<file path="src/rtl/result_display.sv">
// Purpose : BCD conversion (sequential double-dabble) and 4-digit multiplexed seven-segment drive for the calculator result.
// Ports   : clk/rst (sync, active-high); value/err/load from arithmetic stage; busy/done status; an/seg/dp display outputs.
// Timing  : load sampled at edge N, display updates and done pulses at edge N+9; load ignored while busy (no queueing).
module result_display #(
    parameter int REFRESH_BITS = 18
) (
    input  logic       clk,
    input  logic       rst,
    input  logic [7:0] value,
    input  logic       err,
    input  logic       load,
    output logic       busy,
    output logic       done,
    output logic [3:0] an,
    output logic [6:0] seg,
    output logic       dp
);

    typedef enum logic [1:0] {IDLE, SHIFT, COMMIT} state_t;

    localparam logic [6:0] SEG_BLANK = 7'h7F;
    localparam logic [6:0] SEG_E     = 7'h06;
    localparam logic [6:0] SEG_R     = 7'h2F;

    state_t                  state_q, state_d;
    logic [7:0]              sr_q, sr_d;
    logic [11:0]             bcd_q, bcd_d;
    logic [2:0]              step_q, step_d;
    logic                    err_l_q, err_l_d;
    logic [3:0]              hun_q, hun_d;
    logic [3:0]              ten_q, ten_d;
    logic [3:0]              one_q, one_d;
    logic                    err_disp_q, err_disp_d;
    logic                    done_q, done_d;
    logic [REFRESH_BITS-1:0] refresh_q, refresh_d;

    function automatic logic [3:0] add3(input logic [3:0] nib);
        return (nib >= 4'd5) ? nib + 4'd3 : nib;
    endfunction

    function automatic logic [6:0] digit_seg(input logic [3:0] d);
        case (d)
            4'd0:    return 7'h40;
            4'd1:    return 7'h79;
            4'd2:    return 7'h24;
            4'd3:    return 7'h30;
            4'd4:    return 7'h19;
            4'd5:    return 7'h12;
            4'd6:    return 7'h02;
            4'd7:    return 7'h78;
            4'd8:    return 7'h00;
            4'd9:    return 7'h10;
            default: return SEG_BLANK;
        endcase
    endfunction

    // State register plus all datapath flops
    always_ff @(posedge clk) begin
        if (rst) begin
            state_q    <= IDLE;
            sr_q       <= '0;
            bcd_q      <= '0;
            step_q     <= '0;
            err_l_q    <= 1'b0;
            hun_q      <= '0;
            ten_q      <= '0;
            one_q      <= '0;
            err_disp_q <= 1'b0;
            done_q     <= 1'b0;
            refresh_q  <= '0;
        end else begin
            state_q    <= state_d;
            sr_q       <= sr_d;
            bcd_q      <= bcd_d;
            step_q     <= step_d;
            err_l_q    <= err_l_d;
            hun_q      <= hun_d;
            ten_q      <= ten_d;
            one_q      <= one_d;
            err_disp_q <= err_disp_d;
            done_q     <= done_d;
            refresh_q  <= refresh_d;
        end
    end

    // Next-state logic
    always_comb begin
        state_d = state_q;
        case (state_q)
            IDLE:    if (load) state_d = SHIFT;
            SHIFT:   if (step_q == 3'd7) state_d = COMMIT;
            COMMIT:  state_d = IDLE;
            default: state_d = IDLE;
        endcase
    end

    // Datapath next values
    always_comb begin
        logic [11:0] adj;
        logic [19:0] shifted;
        sr_d       = sr_q;
        bcd_d      = bcd_q;
        step_d     = step_q;
        err_l_d    = err_l_q;
        hun_d      = hun_q;
        ten_d      = ten_q;
        one_d      = one_q;
        err_disp_d = err_disp_q;
        done_d     = (state_q == COMMIT);
        refresh_d  = refresh_q + REFRESH_BITS'(1);
        adj        = {add3(bcd_q[11:8]), add3(bcd_q[7:4]), add3(bcd_q[3:0])};
        shifted    = {adj, sr_q} << 1;
        case (state_q)
            IDLE: begin
                if (load) begin
                    sr_d    = value;
                    err_l_d = err;
                    bcd_d   = '0;
                    step_d  = '0;
                end
            end
            SHIFT: begin
                bcd_d  = shifted[19:8];
                sr_d   = shifted[7:0];
                step_d = step_q + 3'd1;
            end
            COMMIT: begin
                hun_d      = bcd_q[11:8];
                ten_d      = bcd_q[7:4];
                one_d      = bcd_q[3:0];
                err_disp_d = err_l_q;
            end
            default: ;
        endcase
    end

    // Outputs: status plus digit multiplexing, all from registered state
    always_comb begin
        logic [1:0] digit_sel;
        digit_sel = refresh_q[REFRESH_BITS-1 -: 2];
        busy      = (state_q != IDLE);
        done      = done_q;
        dp        = 1'b1;
        an        = 4'b1110;
        seg       = SEG_BLANK;
        case (digit_sel)
            2'd0: begin
                an  = 4'b1110;
                seg = err_disp_q ? SEG_R : digit_seg(one_q);
            end
            2'd1: begin
                an  = 4'b1101;
                if (err_disp_q)
                    seg = SEG_R;
                else if (hun_q != 4'd0 || ten_q != 4'd0)
                    seg = digit_seg(ten_q);
            end
            2'd2: begin
                an  = 4'b1011;
                if (err_disp_q)
                    seg = SEG_E;
                else if (hun_q != 4'd0)
                    seg = digit_seg(hun_q);
            end
            default: begin
                an  = 4'b0111;
                seg = SEG_BLANK;
            end
        endcase
    end

endmodule

</file>
<file path="config.mk">
export PLATFORM = sky130hd
export DESIGN_NAME = result_display
export DESIGN_NICKNAME = d
export VERILOG_FILES = /design/src/rtl/result_display.sv
export SDC_FILE = /design/constraint.sdc
export NUM_CORES = 1
export LEC_CHECK = 0
export ABC_CLOCK_PERIOD_IN_PS = 1600
export CORE_UTILIZATION = 50
export DETAILED_ROUTE_END_ITERATION = 8
export PLACE_DENSITY = 0.73
export RECOVER_POWER = 50
export SETUP_SLACK_MARGIN = 0.15
export SKIP_LAST_GASP = 1
export SLEW_MARGIN = 20
export SYNTH_ARGS = -nofsm -noshare
export SYNTH_HDL_FRONTEND = slang
export SYNTH_SLANG_ARGS = --single-unit
</file>
<file path="constraint.sdc">
create_clock -name clk -period 1.6 [get_ports clk]
set_input_delay 0.16 -clock clk [delete_from_list [all_inputs] [get_ports clk]]
set_output_delay 0.16 -clock clk [all_outputs]
set_load 0.03 [all_outputs]
</file>
### Yosys cells after proc, flatten, opt, wreduce, memory -nomap -nowiden

Memories as Yosys holds them, arrays and structs flattened. A register that Yosys moved wholly into a read port is not among the register bits.
Cells that the tools add are included.

* add/sub/neg operators: 5
* $mul: 0
* div/mod/pow operators: 0
* magnitude comparators: 3
* eq/ne operators: 7
* shift-type cells: 0
* mux-type cells: 25
* bitwise logic cells: 0
* reduce and logical (&&, ||, !) cells: 10

Operator list (count)
* 7-bit two-way mux: 5
* 4-bit two-way mux: 8
* 12-bit case mux with 2 select lines: 1
* 7-bit case mux with 3 select lines: 1
* 18-bit by 1-bit adder with 18-bit output, second input constant: 1
* 8-bit case mux with 2 select lines: 1
* 4-bit by 3-bit >= comparator with 1-bit output, second input constant: 3
* 12-bit two-way mux: 1
* 4-bit case mux with 3 select lines: 1
* 4-bit by 2-bit adder with 4-bit output, second input constant: 2
* 8-bit two-way mux: 1
* 4-bit nonzero test: 2
* 3-bit two-way mux: 2
* 3-bit case mux with 2 select lines: 1
* 2-bit AND reduction: 3
* 2-bit by 1-bit == test with 1-bit output, second input constant: 2
* 2-bit == test, second input constant: 2
* 2-bit logical NOT: 2
* 2-bit two-way mux: 2
* 2-bit inequality test, second input constant: 2
* 2-bit case mux with 2 select lines: 1
* 2-bit nonzero test: 2
* 3-bit by 1-bit adder with 3-bit output, second input constant: 1
* 3-bit by 2-bit adder with 3-bit output, second input constant: 1
* other kinds (2): 2

* register bits: 58
* bits in latches: 0
* bits in writable memories: 0
* memory bits (read-only): 336
* input bits: 12
* output and inout bits: 14
* logic and storage cells: 64
* memories: 3

Memories
* (name not given): words 16, bits a word 7, read ports 1, clocked after Yosys merged registers in 1, wr ports 0, RTL line 42 `case (d)`
* (name not given): words 16, bits a word 7, read ports 1, clocked after Yosys merged registers in 1, wr ports 0, RTL line 42
* (name not given): words 16, bits a word 7, read ports 1, clocked after Yosys merged registers in 1, wr ports 0, RTL line 42

### Longest topological paths before layout

* depth after elaboration: 5
* gate-level depth with buffers: 9
* gate-level depth less buffers: 7

### Worst setup path after synthesis

No wires, ideal clock.

* path type: register to output
* from: register hun_q[3]
* to: output port seg[4]
* arrival time: 1.788 ns
* data required time: 1.440 ns
* slack: -0.348 ns
* stages on the path, launching flop included: 6
* buffers on the path: 1
* cells stage by stage: dfxtp_1 > or4_1 > buf_2 > nor2_4 > nor3_1 > o41ai_2

* word-level cells in the longest chain between the ends: 5
* elaborated cells between the ends (all ways): 7
* those cells by class: mux: 5; reduce/logical: 2

Ends and longest elaborated chain
* from (decl): RTL line 30 `logic [3:0] hun_q, hun_d;`
* from (signal assigned): RTL line 77 `hun_q <= hun_d;`
* 4-bit nonzero test (*): RTL line 155, 162
* 1-bit logical OR: RTL line 155 `else if (hun_q != 4'd0 || ten_q != 4'd0)`
* 7-bit two-way mux: RTL line 155
* 7-bit two-way mux: RTL line 153 `if (err_disp_q)`
* 7-bit case mux with 3 select lines (*): RTL line 146 `case (digit_sel)`
* to (decl): RTL line 15 `output logic [6:0] seg,`

Mark *: on every way between the ends. The rest lies on a longest branch, timed or not.

### Worst setup path in the final report

* from: register ten_q[3]
* to: output port seg[4]

* word-level cells in the longest chain between the ends: 5

Ends and longest elaborated chain
* from (decl): RTL line 31 `logic [3:0] ten_q, ten_d;`
* from (signal assigned): RTL line 78 `ten_q <= ten_d;`
* 4-bit nonzero test: RTL line 155
* 1-bit logical OR: RTL line 155
* 7-bit two-way mux: RTL line 155
* 7-bit two-way mux: RTL line 153
* 7-bit case mux with 3 select lines: RTL line 146

No other way between the ends.

==> run metrics <==
CP endpoint kind output pin; failing checks setup timing; Vias/cell 5.65; die area 8550 um2; wire per inst 17.1 um; DRT antenna net count 0; Post-synth EDFFs 0; Slew Limit Headroom 66.4%; clk_lat worst skew 0.36 ns; Simple-Gate Fraction of Synth Area 20.8%; RSZ-0062 raised after global routing yes; largest net degree at the start of global routing 22; drt drc 0; VDD IR max 422 uV; Synth Net Count 484; xor/xnor cell area share of the yosys netlist 3.42%; root buffer cell clkbuf_8; Diodes inserted 0; DP HPWL 6.45 mm; row count 32; Util after Layout 74.7%; TritonCTS Buffers 9; status complete, but fails checks; Tightest Pin Transition 0.500 ns; GRT Util Overall 23.7%; starting density of the core 52.4%; CP required 1.44 ns; Die X 92.5 um; largest family of logic cells by synthesized area simple AND/OR/NAND/NOR gates; Leak 0.00244 uW; CTS tree built; Max Clock Freq 0.487 GHz; met3 usage in global routing 2.87%; mux contribution to synthesized area 6.70%; first-pass iteration count of the detailed router 4; GPL Wtd Cong 0.806; Slew Viols, Final 0; # clock sinks 79; Post-Syn Area 4090 um2; Hold Path Class primary input to flip-flop; Final period util 128%; Core Box Area 7810 um2; DR vias 3737; Die Y 92.5 um; CTS Hold Bufs 0; share of cells above drive strength 1 44.0%; NumNets Final 590; GR Util met1 28.5%; clock buffer depth 2; CP Class flip-flop to output pin; clock slew at reported path FFs 0.09 ns; post-synth cell types 60; Fin. Hold Viols 0; Synth Area in Adders 7.34%; grt peak-use layer met2; gr ovfl total 0; Final setup viols 30; Syn Inst Count 448; fraction of registers with async set/reset 0%; minimum clock period 2.06 ns; boundary pin count 26; compound-gate portion of the synthesized area 16.1%; Final WS setup -0.455 ns; Synth Warn # 0; ys flop type dfxtp_1; reg-to-reg slack, setup -0.37 ns; sequential-to-total area share from yosys stat 38.6%; initial antenna violation count 0; flop and latch count out of synthesis 79; Worst Setup Start Kind flip-flop; total power 3620 uW; crit-path max FO 3; synthesized area per cell 9.14 um2; DRT Wirelength 11.3 mm; Area growth syn-to-layout 42.5%; grt met2 use 41.9%; first-pass GRT wire length 16.1 mm; PwrDens 621 nW/um2; IO buf count 24; vias in the first global route 3575; Max-Cap Viols 0; Initial DRC Count 177; final clock skew 0.0124 ns; WP data arrival 1.90 ns; H-tree Lvls 3
## stage by stage
stage               setup TNS (ns)  instances  cell area, um2  worst slack (ns)  hold slack (ns)
floorplan                   -0.527        448            4300            -0.185            0.307
global placement             -1.24        616            4970            -0.195            0.446
detailed placement           -1.95        616            4970            -0.242            0.456
CTS                          -3.76        648            5480            -0.435            0.234
global route                -11.75        661            5830            -0.515            0.283
finish                       -8.81        661            5830            -0.455            0.236
## layout by cell type, fill, tap and decap left out, types with 9 or more instances in the layout
cell type and n:
ha_4 11, o21ai_0 10, dfxtp_1 64, a21oi_1 19
nor2_1 42, buf_4 66, nor3_1 11, inv_1 22
ha_1 9, clkdlybuf4s50_1 10, nand2_1 26, mux2i_1 16
a21oi_2 13, nand3_1 14, buf_6 32, dfxtp_2 10
clkbuf_8 9
## worst max-delay path, cell delays in order, from the launching register on
cell,delay (ns)
dfxtp_2,0.34
or4_4,0.56
nor2_4,0.14
nor3_1,0.07
o41ai_4,0.21
buf_4,0.21
## layer usage
| layer | part of all wire, % | up-vias |
|---|---|---|
| met5 | 0 | - |
| met4 | 3.4 | 0 |
| met3 | 3.3 | 33 |
| met2 | 52 | 116 |
| met1 | 41 | 1800 |
| li1 | - | 1788 |
## where the power goes
part           internal, uW  leakage [uW]  switching (uW)
logic                   147       0.00171             159
clock network           564     0.0000833             742
registers              1990      0.000648            23.2
## synth_stat cells (5+ instances only)
| master | count | area share, % |
|---|---|---|
| a21oi_1 | 33 | 4.0 |
| buf_2 | 7 | 0.86 |
| inv_1 | 32 | 2.9 |
| o21ai_0 | 14 | 1.7 |
| xnor2_1 | 8 | 1.7 |
| a22o_1 | 6 | 1.3 |
| buf_6 | 5 | 1.4 |
| nor3_1 | 11 | 1.3 |
| clkbuf_1 | 7 | 0.64 |
| a311oi_1 | 7 | 1.5 |
| nand2_1 | 31 | 2.8 |
| dfxtp_1 | 79 | 39 |
| ha_1 | 24 | 7.3 |
| xor2_1 | 8 | 1.7 |
| mux2i_1 | 21 | 5.1 |
| a31o_2 | 7 | 1.5 |
| nor4_1 | 5 | 0.76 |
| nand3_1 | 16 | 2.0 |
| nor2_1 | 46 | 4.2 |
| nand2b_1 | 8 | 1.2 |
## final timing paths
check,startpoint,endpoint,cells past startpoint
min,rst,bcd_q[8]$_SDFFE_PP0P_,3
max reg2reg,state_q[0]$_SDFFE_PP0P_,flip-flop,7
max,ten_q[3]$_SDFFE_PP0P_,seg[4],5
min reg2reg,refresh_q[0]$_SDFF_PP0_,refresh_q[0]$_SDFF_PP0_,1
## area by class of cell
| type | count | area [um2] |
|---|---|---|
| timing repair buffer | 120 | 1040 |
| fill | 490 | 1970 |
| sequential | 79 | 1610 |
| inverter | 34 | 141 |
| clock buffer | 11 | 131 |
| multi-input combinational | 310 | 2750 |
| tap | 102 | 128 |
| clock inverter | 5 | 35.0 |
## what timing repair did
action	4_1_cts	5_1_grt
gates cloned	1	2
pin swaps	31	31
setup endpoints to repair	51	63
setup buffers	15	11
resized for setup	74	92
## logic make-up (layout without fill, tap and decap cells)
kind of cell | after synthesis | in the layout
buffers and inverters | 59 | 170
muxes | 26 | 26
and+or+nand+nor | 151 | 151
DFF | 79 | 79
AOI/OAI and AO/OA | 92 | 92
adders and majority gates | 24 | 24
xor gates and xnor gates | 16 | 16
other | 1 | 1
No activity file was read; power rests on OpenSTA's default activity.
